File: src/rtl/issue_scheduler.sv
// issue_scheduler: in-order issue queue between fetch and decode.
// Buffers fetched instructions in a DEPTH-entry circular FIFO, presents the
// head instruction/PC to the decoder, pops on decoder room, sequences a
// one-cycle flush recovery and counts structural stall cycles.
//
// Ports:
//   clk_in, rst_in      clock, asynchronous active-low reset
//   rdy_in              global ready; low freezes queue and stall counter
//   flush_in            misprediction clear (highest priority)
//   fetch_valid/inst/pc fetch offer; fetch_ready accepts it
//   station_idle_in     decoder has ROB/RS/LSB room for the head
//   inst_to_dec/pc_to_dec/if_ls_to_dec  head presentation (0 when empty)
//   issue_fire          head issued and popped this cycle
//   stall_cnt           saturating structural-stall cycle counter
module issue_scheduler #(
    parameter int unsigned DEPTH  = 4,
    parameter int unsigned INST_W = 32,
    parameter int unsigned ADDR_W = 32
) (
    input  logic              clk_in,
    input  logic              rst_in,
    input  logic              rdy_in,
    input  logic              flush_in,
    input  logic              fetch_valid,
    input  logic [INST_W-1:0] fetch_inst,
    input  logic [ADDR_W-1:0] fetch_pc,
    output logic              fetch_ready,
    input  logic              station_idle_in,
    output logic [INST_W-1:0] inst_to_dec,
    output logic [ADDR_W-1:0] pc_to_dec,
    output logic              if_ls_to_dec,
    output logic              issue_fire,
    output logic [15:0]       stall_cnt
);

    localparam int unsigned PTR_W = (DEPTH > 1) ? $clog2(DEPTH) : 1;
    localparam int unsigned CNT_W = $clog2(DEPTH + 1);
    localparam logic [CNT_W-1:0] CNT_FULL = CNT_W'(DEPTH);
    localparam logic [6:0] OP_LOAD  = 7'b0000011;
    localparam logic [6:0] OP_STORE = 7'b0100011;

    typedef enum logic {
        S_FLUSH = 1'b0,
        S_RUN   = 1'b1
    } state_t;

    state_t            state;
    state_t            state_nxt;
    logic [PTR_W-1:0]  head;
    logic [PTR_W-1:0]  tail;
    logic [CNT_W-1:0]  count;
    logic [INST_W-1:0] inst_mem [DEPTH];
    logic [ADDR_W-1:0] pc_mem   [DEPTH];

    logic presenting;
    logic push;
    logic pop;
    logic stall_inc;

    // Next state: any flush lands in S_FLUSH, otherwise run.
    always_comb begin
        state_nxt = S_RUN;
        if (flush_in) begin
            state_nxt = S_FLUSH;
        end
    end

    // Handshakes and head presentation.
    always_comb begin
        presenting   = 1'b0;
        fetch_ready  = 1'b0;
        issue_fire   = 1'b0;
        push         = 1'b0;
        pop          = 1'b0;
        stall_inc    = 1'b0;
        inst_to_dec  = '0;
        pc_to_dec    = '0;
        if_ls_to_dec = 1'b0;

        presenting  = (state == S_RUN) && (count != '0);
        // No full-queue bypass: a full queue refuses even when popping.
        fetch_ready = (state == S_RUN) && (count != CNT_FULL) && rdy_in;
        issue_fire  = presenting && station_idle_in && rdy_in && !flush_in;
        push        = fetch_valid && fetch_ready && !flush_in;
        pop         = issue_fire;
        stall_inc   = presenting && rdy_in && !station_idle_in && !flush_in;

        if (presenting) begin
            inst_to_dec  = inst_mem[head];
            pc_to_dec    = pc_mem[head];
            if_ls_to_dec = (inst_mem[head][6:0] == OP_LOAD) ||
                           (inst_mem[head][6:0] == OP_STORE);
        end
    end

    // State register.
    always_ff @(posedge clk_in or negedge rst_in) begin
        if (!rst_in) begin
            state <= S_FLUSH;
        end else begin
            state <= state_nxt;
        end
    end

    // Queue pointers and occupancy; flush clears everything.
    always_ff @(posedge clk_in or negedge rst_in) begin
        if (!rst_in) begin
            head  <= '0;
            tail  <= '0;
            count <= '0;
        end else if (flush_in) begin
            head  <= '0;
            tail  <= '0;
            count <= '0;
        end else begin
            if (push) begin
                tail <= tail + PTR_W'(1);
            end
            if (pop) begin
                head <= head + PTR_W'(1);
            end
            case ({push, pop})
                2'b10:   count <= count + CNT_W'(1);
                2'b01:   count <= count - CNT_W'(1);
                default: count <= count;
            endcase
        end
    end

    // Entry storage; payload needs no reset since count gates visibility.
    always_ff @(posedge clk_in) begin
        if (push) begin
            inst_mem[tail] <= fetch_inst;
            pc_mem[tail]   <= fetch_pc;
        end
    end

    // Saturating stall counter; survives flush, cleared only by reset.
    always_ff @(posedge clk_in or negedge rst_in) begin
        if (!rst_in) begin
            stall_cnt <= '0;
        end else if (stall_inc && (stall_cnt != 16'hFFFF)) begin
            stall_cnt <= stall_cnt + 16'd1;
        end
    end

endmodule

File: config.mk
export PLATFORM = sky130hd
export DESIGN_NAME = issue_scheduler
export DESIGN_NICKNAME = d
export VERILOG_FILES = /design/src/rtl/issue_scheduler.sv
export SDC_FILE = /design/constraint.sdc
export NUM_CORES = 1
export LEC_CHECK = 0
export ABC_AREA = 1
export ABC_CLOCK_PERIOD_IN_PS = 3700
export CORE_MARGIN = 2
export CORE_UTILIZATION = 45
export CTS_CLUSTER_DIAMETER = 60
export CTS_CLUSTER_SIZE = 10
export DETAILED_ROUTE_END_ITERATION = 16
export MAX_ROUTING_LAYER = met4
export PLACE_DENSITY = 0.78
export SKIP_LAST_GASP = 1
export SLEW_MARGIN = 25
export SYNTH_ARGS = -nofsm -noshare
export SYNTH_HDL_FRONTEND = slang
export SYNTH_SLANG_ARGS = --single-unit
File: constraint.sdc
create_clock -name clk_in -period 3.7 [get_ports clk_in]
set_input_delay 0.555 -clock clk_in [delete_from_list [all_inputs] [get_ports clk_in]]
set_output_delay 0.555 -clock clk_in [all_outputs]
set_load 0.01 [all_outputs]
**Word level (Yosys, flattened, before mapping)**

Memories as Yosys holds them, arrays and structs flattened.
Index checks and enable logic that the tools add are counted.

- Flip-flop bits (word level): 24
- Memory bits (writable): 256
- Input bits: 70
- Output and inout bits: 83
- Logic and storage cells: 49
- Memories kept: 2

- Add/subtract/negate cells: 5
- Eq/ne operators: 6
- Multiplexer cells: 12
- Reductions and logical operators: 19

Memories:

| memory | words | bits a word | read ports | clocked after memory_dff | wr ports | line | text |
|---|---|---|---|---|---|---|---|
| inst_mem | 4 | 32 | 1 | 0 | 1 | 52 | `logic [INST_W-1:0] inst_mem [DEPTH];` |
| pc_mem | 4 | 32 | 1 | 0 | 1 | 53 | `logic [ADDR_W-1:0] pc_mem [DEPTH];` |

Operators by type and width:

| kind | number |
|---|---|
| 2-to-1 mux 32 bit | 2 |
| adder 16 x 1 -> 16 bit (second input constant) | 1 |
| inequality test 16 bit (second input constant) | 1 |
| logical AND 1 bit | 12 |
| 2-to-1 mux 2 bit | 4 |
| equality test 7 x 2 -> 1 bit (second input constant) | 1 |
| equality test 7 x 6 -> 1 bit (second input constant) | 1 |
| one-hot mux 3 bit (2 select lines) | 1 |
| nonzero test 3 bit | 2 |
| adder 2 x 1 -> 2 bit (second input constant) | 2 |
| 2-to-1 mux 1 bit | 4 |
| nonzero test 2 bit | 2 |
| adder 3 x 1 -> 3 bit (second input constant) | 1 |
| 2-to-1 mux 3 bit | 1 |
| inequality test 3 bit (second input constant) | 1 |
| subtractor 3 x 1 -> 3 bit (second input constant) | 1 |
| equality test 2 x 1 -> 1 bit (second input constant) | 1 |
| equality test 2 bit (second input constant) | 1 |
| zero test 1 bit | 2 |
| logical OR 1 bit | 1 |

**Logic depth before layout (Yosys ltp)**

Gate-level depths: netlist (run 1).

- Depth in word-level cells: 8
- Depth in mapped cells: 12
- Gate-level depth less buffers: 12

**Worst setup path before layout (run 1)**

OpenSTA, ideal clock, no wires.

- Path type: input-to-reg
- Start: input port rdy_in
- End: memory inst_mem[0][0] (enable)
- Library setup time: 487 ps
- Data arrival time: 3622 ps
- Data required time: 3213 ps
- Path slack: -408 ps
- Cell stages on the path: 4
- Buffers on the path: 0
- Cells stage by stage: nand2_1 -> inv_2 -> nand4_1 -> nor2_1

- Cells in the longest elaborated chain, start to end: 5

RTL lines:

| what | line | text |
|---|---|---|
| start: declaration | 22 | `input logic rdy_in,` |
| logical AND 1 bit | 82 | `fetch_ready = (state == S_RUN) && (count != CNT_FULL) && rdy_in;` |
| logical AND 1 bit (2 in a row) | 84 | `push = fetch_valid && fetch_ready && !flush_in;` |
| 2-to-1 mux 1 bit | 132 | `if (push) begin` |
| 2-to-1 mux 1 bit (implied by the code) | 133 | `inst_mem[tail] <= fetch_inst;` |
| end: declaration | 52 |  |

No other way between the ends.

**Worst setup path in the final report (run 1)**

- Start: register head[0]
- End: output port inst_to_dec[22]

- Cells in the longest elaborated chain, start to end: 2

RTL lines:

| what | line | text |
|---|---|---|
| start: declaration | 49 | `logic [PTR_W-1:0] head;` |
| start signal: assignment | 120 | `head <= head + PTR_W'(1);` |
| memory (4 x 32 bit) | - |  |
| 2-to-1 mux 32 bit | 88 | `if (presenting) begin` |
| end: declaration | 29 | `output logic [INST_W-1:0] inst_to_dec,` |

No other way between the ends.

==> impl_results.md, run 1 <==
- Area of the multi-input gates: 2830 sq um
- PwrDens: about 530 nW/um^2
- Clock sinks: between 200 and 300
- Nets: around 1,200
- Hpwl dp: 16.0 mm
- TNS Setup: 0 ns
- Initial antenna violation count: 2
- ANT nets after route: 0
- Drt wl/cell: 18.3 microns
- GRT overflow: 0
- Post-synthesis sequential area ratio: 72.5%
- Final Instance Area: 14,300 sq um
- Register clock-pin slew on the reported worst setup and hold paths: about 0.050 ns
- Clk buf depth: 3
- Die height: 163 microns
- R2R setup slack: roughly 1.5 ns
- Most area-hungry cell type in the Yosys netlist: edfxtp_1
- R2R cell count: 5
- Routed WL: between 20 and 30 mm
- Peak supply drop: about 370 uV
- Mapped Area: between 10,000 and 15,000 sq um
- RePlAce Congestion: around 0.86
- Fillers: about 2,000
- Largest net degree at the start of global routing: 66
- Total GRT Usage: 20.3%
- Final Max Slew Viols: 0
- Worst-Margin Slew: about 0.84 ns
- Row Count: 58
- Yosys warns: 0
- Critical Path RT: between 3 and 4 ns
- Status: finished, final reports clean
- Die area: 26,700 sq um
- Vias: 7,688
- Bufs and invs on worst path: 2
- Io pins: ~150
- DRC Markers: 0
- #FFs+latches synth: 280
- Fin util: between 50% and 60%
- EDFF count, synth: roughly 260
- Tot Pwr: 7.53 mW
- Initial DRC count: around 630
- Final hold vios: 0
- Worst-skew pair later-pin latency: 0.50 ns
- Syn_nets: between 1,000 and 1,500
- Crit path largest cell delay: a little under 0.7 ns
- Detail-routed via count per cell: around 5.3
- Ys async rst share: 8.57%
- R2r startpoint: count[0]
- Clock skew: ~0.017 ns
- Worst endpoint data arrival time: about 2.9 ns
- Pre-antenna DRT Iters: 5
- MaxCap Viol Count: 0
- # port buffers: 152
- Most frequent CP cell: nor2_1
- Crit end category: output port
- Die W: 163 microns
- Synth Area per Inst: roughly 12 sq um
- Initial Utilization: a little under half
- Clock buffer count from CTS: 34
- Synth top area cells: edfxtp_1, nor2_1, o21ai_0, dfrtp_1, a21oi_1
- Max Fclk: 288 MHz
- # setup viols final: 0
- Final hold slack: approximately 0.52 ns
- Crit-path cells: buf_6 -> nor2_1 -> nor2_1 -> o21ai_0 -> a21oi_1 -> clkdlybuf4s50_1
- Yosys top cell area share: about two thirds
- Cell family with most CP delay: buffers and inverters
- Unique cell type count in the Yosys netlist: 34
- CTS tree: yes
- Register area: between 8000 and 9000 sq um
- Post-layout min period: 3.47 ns
- RSZ-0062 raised after global routing: no
- Final Cycle Share: approximately 94%
- First-pass GRT wire length: ~40 mm
- Critical path launch point type: flip-flop
- Htree depth: 2
- Core area: 25,000 sq um
- Crit path max fanout: 57
- Kind of critical path: flip-flop to output port
- Worst Hold Class: input port to asynchronous set/reset pin
- Slowest-stage cell, CP: dfrtp_4
- Root buffer cell: clkbuf_16
- Leakage: a little under 5 nW
- Area grow syn2layout: 25.1%
- Dpl cell area: 13,400 sq um
- Layout cell share with drive strength beyond 1: 9.16%
- Vias in the first global route: 7,648
- Ys flop type: edfxtp_1
- Reg2reg end: pc_mem[3][18]
- Mapped Cells: roughly 950
- Max-slew headroom: between 40% and 50%
-- layer usage --
metal  vias to the layer above  GRT usage, %  part of all wire (%)
met1                      3733          25.1                    41
met4                         0          6.19                   2.4
met2                       275          33.7                    50
met3                        48          4.22                   7.0
li1                       3632             -                     -
met5                         -             -                     0
-- where the power goes --
group	switching [mW]	internal (mW)	leakage, nW
registers	0.116	3.55	2.61
clock network	1.13	1.68	0.445
logic	0.564	0.486	1.88
-- final cells by class --
| cell class | count | share of cell area [%] |
|---|---|---|
| Timing Repair Buffer | 174 | 12.2 |
| Inverter | 26 | 0.717 |
| Multi-Input combinational cell | 592 | 19.8 |
| Sequential cell | 280 | 58.0 |
| Antenna cell | 2 | 0.0350 |
| Clock inverter | 4 | 0.175 |
| Clock buffer | 38 | 6.20 |
| Tap cell | 330 | 2.89 |
-- synth_stat cells, drive strengths merged (3+ instances only) --
| cell type | instances |
|---|---|
| o22a | 4 |
| inv | 26 |
| dfrtp | 24 |
| nor2 | 268 |
| buf | 28 |
| nand2 | 67 |
| edfxtp | 256 |
| xnor2 | 3 |
| o21ai | 139 |
| nand3 | 14 |
| nor3 | 7 |
| ha | 5 |
| a21oi | 64 |
| xor2 | 10 |
| clkbuf | 22 |
| nand4 | 5 |
-- layout by cell type, fill, tap and decap left out, types with 6 or more instances in the layout --
master,Yosys,final
o21ai_0,129,129
dfrtp_1,24,22
inv_2,6,6
nand2_2,6,7
nand3_1,11,11
a21oi_1,64,64
nand2_1,61,60
clkdlybuf4s50_1,0,152
xor2_1,10,10
nor2_1,264,260
edfxtp_1,256,256
inv_1,20,19
clkbuf_16,0,35
buf_4,3,16
o21ai_2,8,8
-- kinds of logic after synthesis --
family                   after synthesis  synth area share (%)
AO/OA/AOI/OAI                        210                  9.80
adder cells (fa/ha/maj)                6                 0.722
buffers and inverters                 76                  3.02
AND/OR/NAND/NOR                      363                  13.0
XOR/XNOR                              13                 0.996
flip-flops                           280                  72.5
-- timing repair --
item                       CTS  global route
setup buffers                0             0
resized for setup            0             4
hold buffers                 0             0
setup endpoints to repair    0             4
-- registers in the layout, summed over array words and instances (netlist names) --
signal / flops
head: 2
tail: 2
state: 1
count: 3
stall_cnt: 16
inst_mem: 128
pc_mem: 128
-- worst register-to-register path, delay by kind of cell, from the launching register on --
family	cells	cell delay [ns]
buffers and inverters	1	0.28
DFF	1	0.41
and+or+nand+nor	4	1.14
-- through the flow --
stage | std cells | worst slack, ns
finish | 1446 | 0.229
global route | 1446 | 0.0310
CTS | 1444 | 0.126
detailed placement | 1402 | 0.661
global placement | 1402 | 0.665
floorplan | 948 | -0.408
-- how the worst max path moves through the flow --
stage / startpoint / endpoint / slack (ns) / cells after the start
2_1_floorplan: rdy_in / inst_mem[0][0] / -0.41 / 4
3_3_place_gp: head[0] / if_ls_to_dec / 0.66 / 8
3_5_place_dp: head[0] / inst_to_dec[22] / 0.66 / 6
4_1_cts: head[0] / inst_to_dec[22] / 0.13 / 6
5_1_grt: head[0] / if_ls_to_dec / 0.03 / 8
6_report: head[0] / inst_to_dec[22] / 0.23 / 6
No activity file was read; power rests on OpenSTA's default activity.
==> inputs of run 2 (changes only) <==
- ABC_CLOCK_PERIOD_IN_PS: 3700 -> 3100
- clock period: 3.7 -> 3.1 ns (I/O delays scaled with it)
==> run 2 against run 1 <==
  * Flip-flop and latch count unchanged
  * Clock-buffer cell count unchanged
  * Non-clock buffer count up 11
  * Combinational power up 23%
  * Global-route usage up 0.051 points
  * Clock skew down 0.0067 ns
  * Sequential power up 19%
  * Core utilization up 0.78 points
  * Largest power group unchanged
  * Die area unchanged
  * Hold slack worse by 0.23 ns
  * Power up 20%
  * Clock power up 20%
  * Critical endpoint is now inst_to_dec[0]
==> impl_results.md, run 2 (synthesized netlist as in run 1, its figures left out) <==
- Hpwl dp: 16.2 mm (+1.4%)
- GRT overflow: 0 (unchanged)
- Status: finished, final reports clean
- Worst-Margin Slew: 0.821 ns (-0.0151 ns)
- TNS Setup: 0 ns (unchanged)
- Final std cells w/o fill: 1,459 (+0.90%)
- MaxCap Viol Count: 0 (unchanged)
- Worst endpoint data arrival time: 2.61 ns (-0.31 ns)
- Fin util: 57.9% (+0.78 points)
- Critical Path RT: 2.63 ns (-0.51 ns)
- Crit path max fanout: 37 (-35%)
- Io pins: 153 (unchanged)
- DRC Markers: 0 (unchanged)
- Initial Utilization: 45.7% (unchanged)
- Routed WL: 26.2 mm (-1.0%)
- Switching part of the total power: 24.4% (+0.33 points)
- Commonest non-fill, non-tap cell in the layout: nor2_1
- Layout cell share with drive strength beyond 1: 10.2% (+1.1 points)
- Post-layout min period: about 3.1 ns
- Total GRT Usage: 20.3% (+0.051 points)
- Initial antenna violation count: 3 (+1)
- Vias in the first global route: 7,553 (-1.2%)
- # port buffers: 152 (unchanged)
- First-pass GRT wire length: 40.7 mm (+0.61%)
- Reg2reg end: pc_mem[2][18]
- Internal Pwr Total: 6.84 mW (+20%)
- Largest net degree at the start of global routing: 89 (+35%)
- Die W: 163 microns (unchanged)
- Top Registers: inst_mem: 128 flops, pc_mem: 128 flops, stall_cnt: 16 flops
- Clock sinks: 280 (unchanged)
- Crit path launch: head[0]
- RePlAce Congestion: 0.863 (+0.13%)
- Final Max Slew Viols: 0 (unchanged)
- Area grow syn2layout: 26.8%
- Max-slew headroom: 45.2% (+1.0 points)
- Core area: 25,000 sq um (unchanged)
- Register clock-pin slew on the reported worst setup and hold paths: 0.05 ns (about the same)
- Peak supply drop: 376 uV (+2.7%)
- Drt wl/cell: 18.0 microns (-1.9%)
- Reg power frac: 48.3% (-0.4 points)
- Most frequent cells in the layout: nor2_1, edfxtp_1, clkdlybuf4s50_1
- Initial DRC count: 693 (+9.8%)
- Final hold vios: 0 (unchanged)
- CTS tree: yes
- Nets: 1,195 (+0.93%)
- Die area: 26,700 sq um (unchanged)
- Worst Hold Class: input port to asynchronous set/reset pin
- Crit end category: output port
- Combinational fraction of design power: 14.3% (+0.3 points)
- Worst-skew pair later-pin latency: 0.50 ns (about the same)
- R2R cell count: 6 (+1)
- Pre-antenna DRT Iters: 5 (unchanged)
- Die height: 163 microns (unchanged)
- Clock buffer count from CTS: 34 (unchanged)
- Clk pwr share: 37.3% (about the same)
- Detail-routed via count per cell: 5.26 (-1.0%)
- # setup viols final: 0 (unchanged)
- Clock skew: 0.0101 ns (-0.00674 ns)
- Fillers: 1,965 (-2.1%)
- RSZ-0062 raised after global routing: yes
- Root buffer cell: clkbuf_16
- Hold Buf Count CTS: 0 (unchanged)
- Max Fclk: between 300 and 400 MHz
- Htree depth: 2 (unchanged)
- Leakage: 5.02 nW (+1.8%)
- Kind of critical path: flip-flop to output port
- Critical path launch point type: flip-flop
- Vias: 7,678 (-0.13%)
- Clk buf depth: 3 (unchanged)
- R2r startpoint: state
- Net switching power: 2.20 mW (+22%)
- Row Count: 58 (unchanged)
- Final Cycle Share: just under 100%
- ANT nets after route: 0 (unchanged)
- PwrDens: 623 nW/um^2 (+18%)
- R2R setup slack: 1.16 ns (-0.38 ns)
- Placed instance count: 1,410 (+0.57%)
run 2: how the worst max path moves through the flow:
stage / endpoint / depth (start not counted) / slack, ns
global placement: pc_to_dec[25] / 6 / 0.55
global route: if_ls_to_dec / 7 / -0.05
floorplan: inst_mem[0][0] / 4 / -0.92
CTS: pc_to_dec[25] / 6 / 0.02
finish: inst_to_dec[0] / 7 / 0.03
detailed placement: pc_to_dec[25] / 6 / 0.53
run 2: worst max-delay path, stage by stage, from the launching register on:
cell             delay, ns
dfrtp_4               0.53
clkinv_2              0.14
buf_6                 0.28
nand2_1               0.10
a32oi_1               0.24
inv_1                 0.06
nor2_1                0.18
clkdlybuf4s50_1       0.58
run 2: layout make-up:
type	count	area (sq um)	share of cell area, %
flip-flops and latches	280	8290	57.2
multi-input cells	592	2840	19.6
repair buffers	185	1930	13.3
clock buffers	38	876	6.04
well taps	330	413	2.85
inverters	26	98.8	0.682
clock inverters	5	46.3	0.319
diodes	3	7.51	0.0518
run 2: timing repair:
| item | CTS | global route |
|---|---|---|
| buffers inserted | 0 | 2 |
| cloned | 0 | 1 |
| gates resized for setup | 2 | 5 |
| endpoints found under the setup margin | 9 | 30 |
| pin swaps | 0 | 1 |
run 2: power groups by stage:
stage               sequential, mW  combinational [mW]  clock (mW)
global route                  4.38                1.41        3.59
global placement              4.43                1.25           0
finish                        4.37                1.29        3.37
floorplan                     4.44               0.581           0
detailed placement            4.43                1.28           0
CTS                           4.36                1.29        3.44
run 2: through the flow:
stage / worst slack, ns / power (mW) / hold slack [ns] / instance area [sq um]
global placement: 0.546 / 5.68 / 0.518 / 13500
CTS: 0.0152 / 9.09 / 0.273 / 14400
floorplan: -0.918 / 5.02 / 0.169 / 11400
finish: 0.0261 / 9.04 / 0.288 / 14500
detailed placement: 0.526 / 5.71 / 0.513 / 13500
global route: -0.0530 / 9.38 / 0.298 / 14500
run 2: metal layers:
| metal | up-vias | track usage (%) | share of wire (%) |
|---|---|---|---|
| met3 | 48 | 4.37 | 7.4 |
| met5 | - | - | 0 |
| met1 | 3691 | 25.8 | 42 |
| li1 | 3653 | - | - |
| met2 | 286 | 32.5 | 48 |
| met4 | 0 | 7.24 | 2.5 |
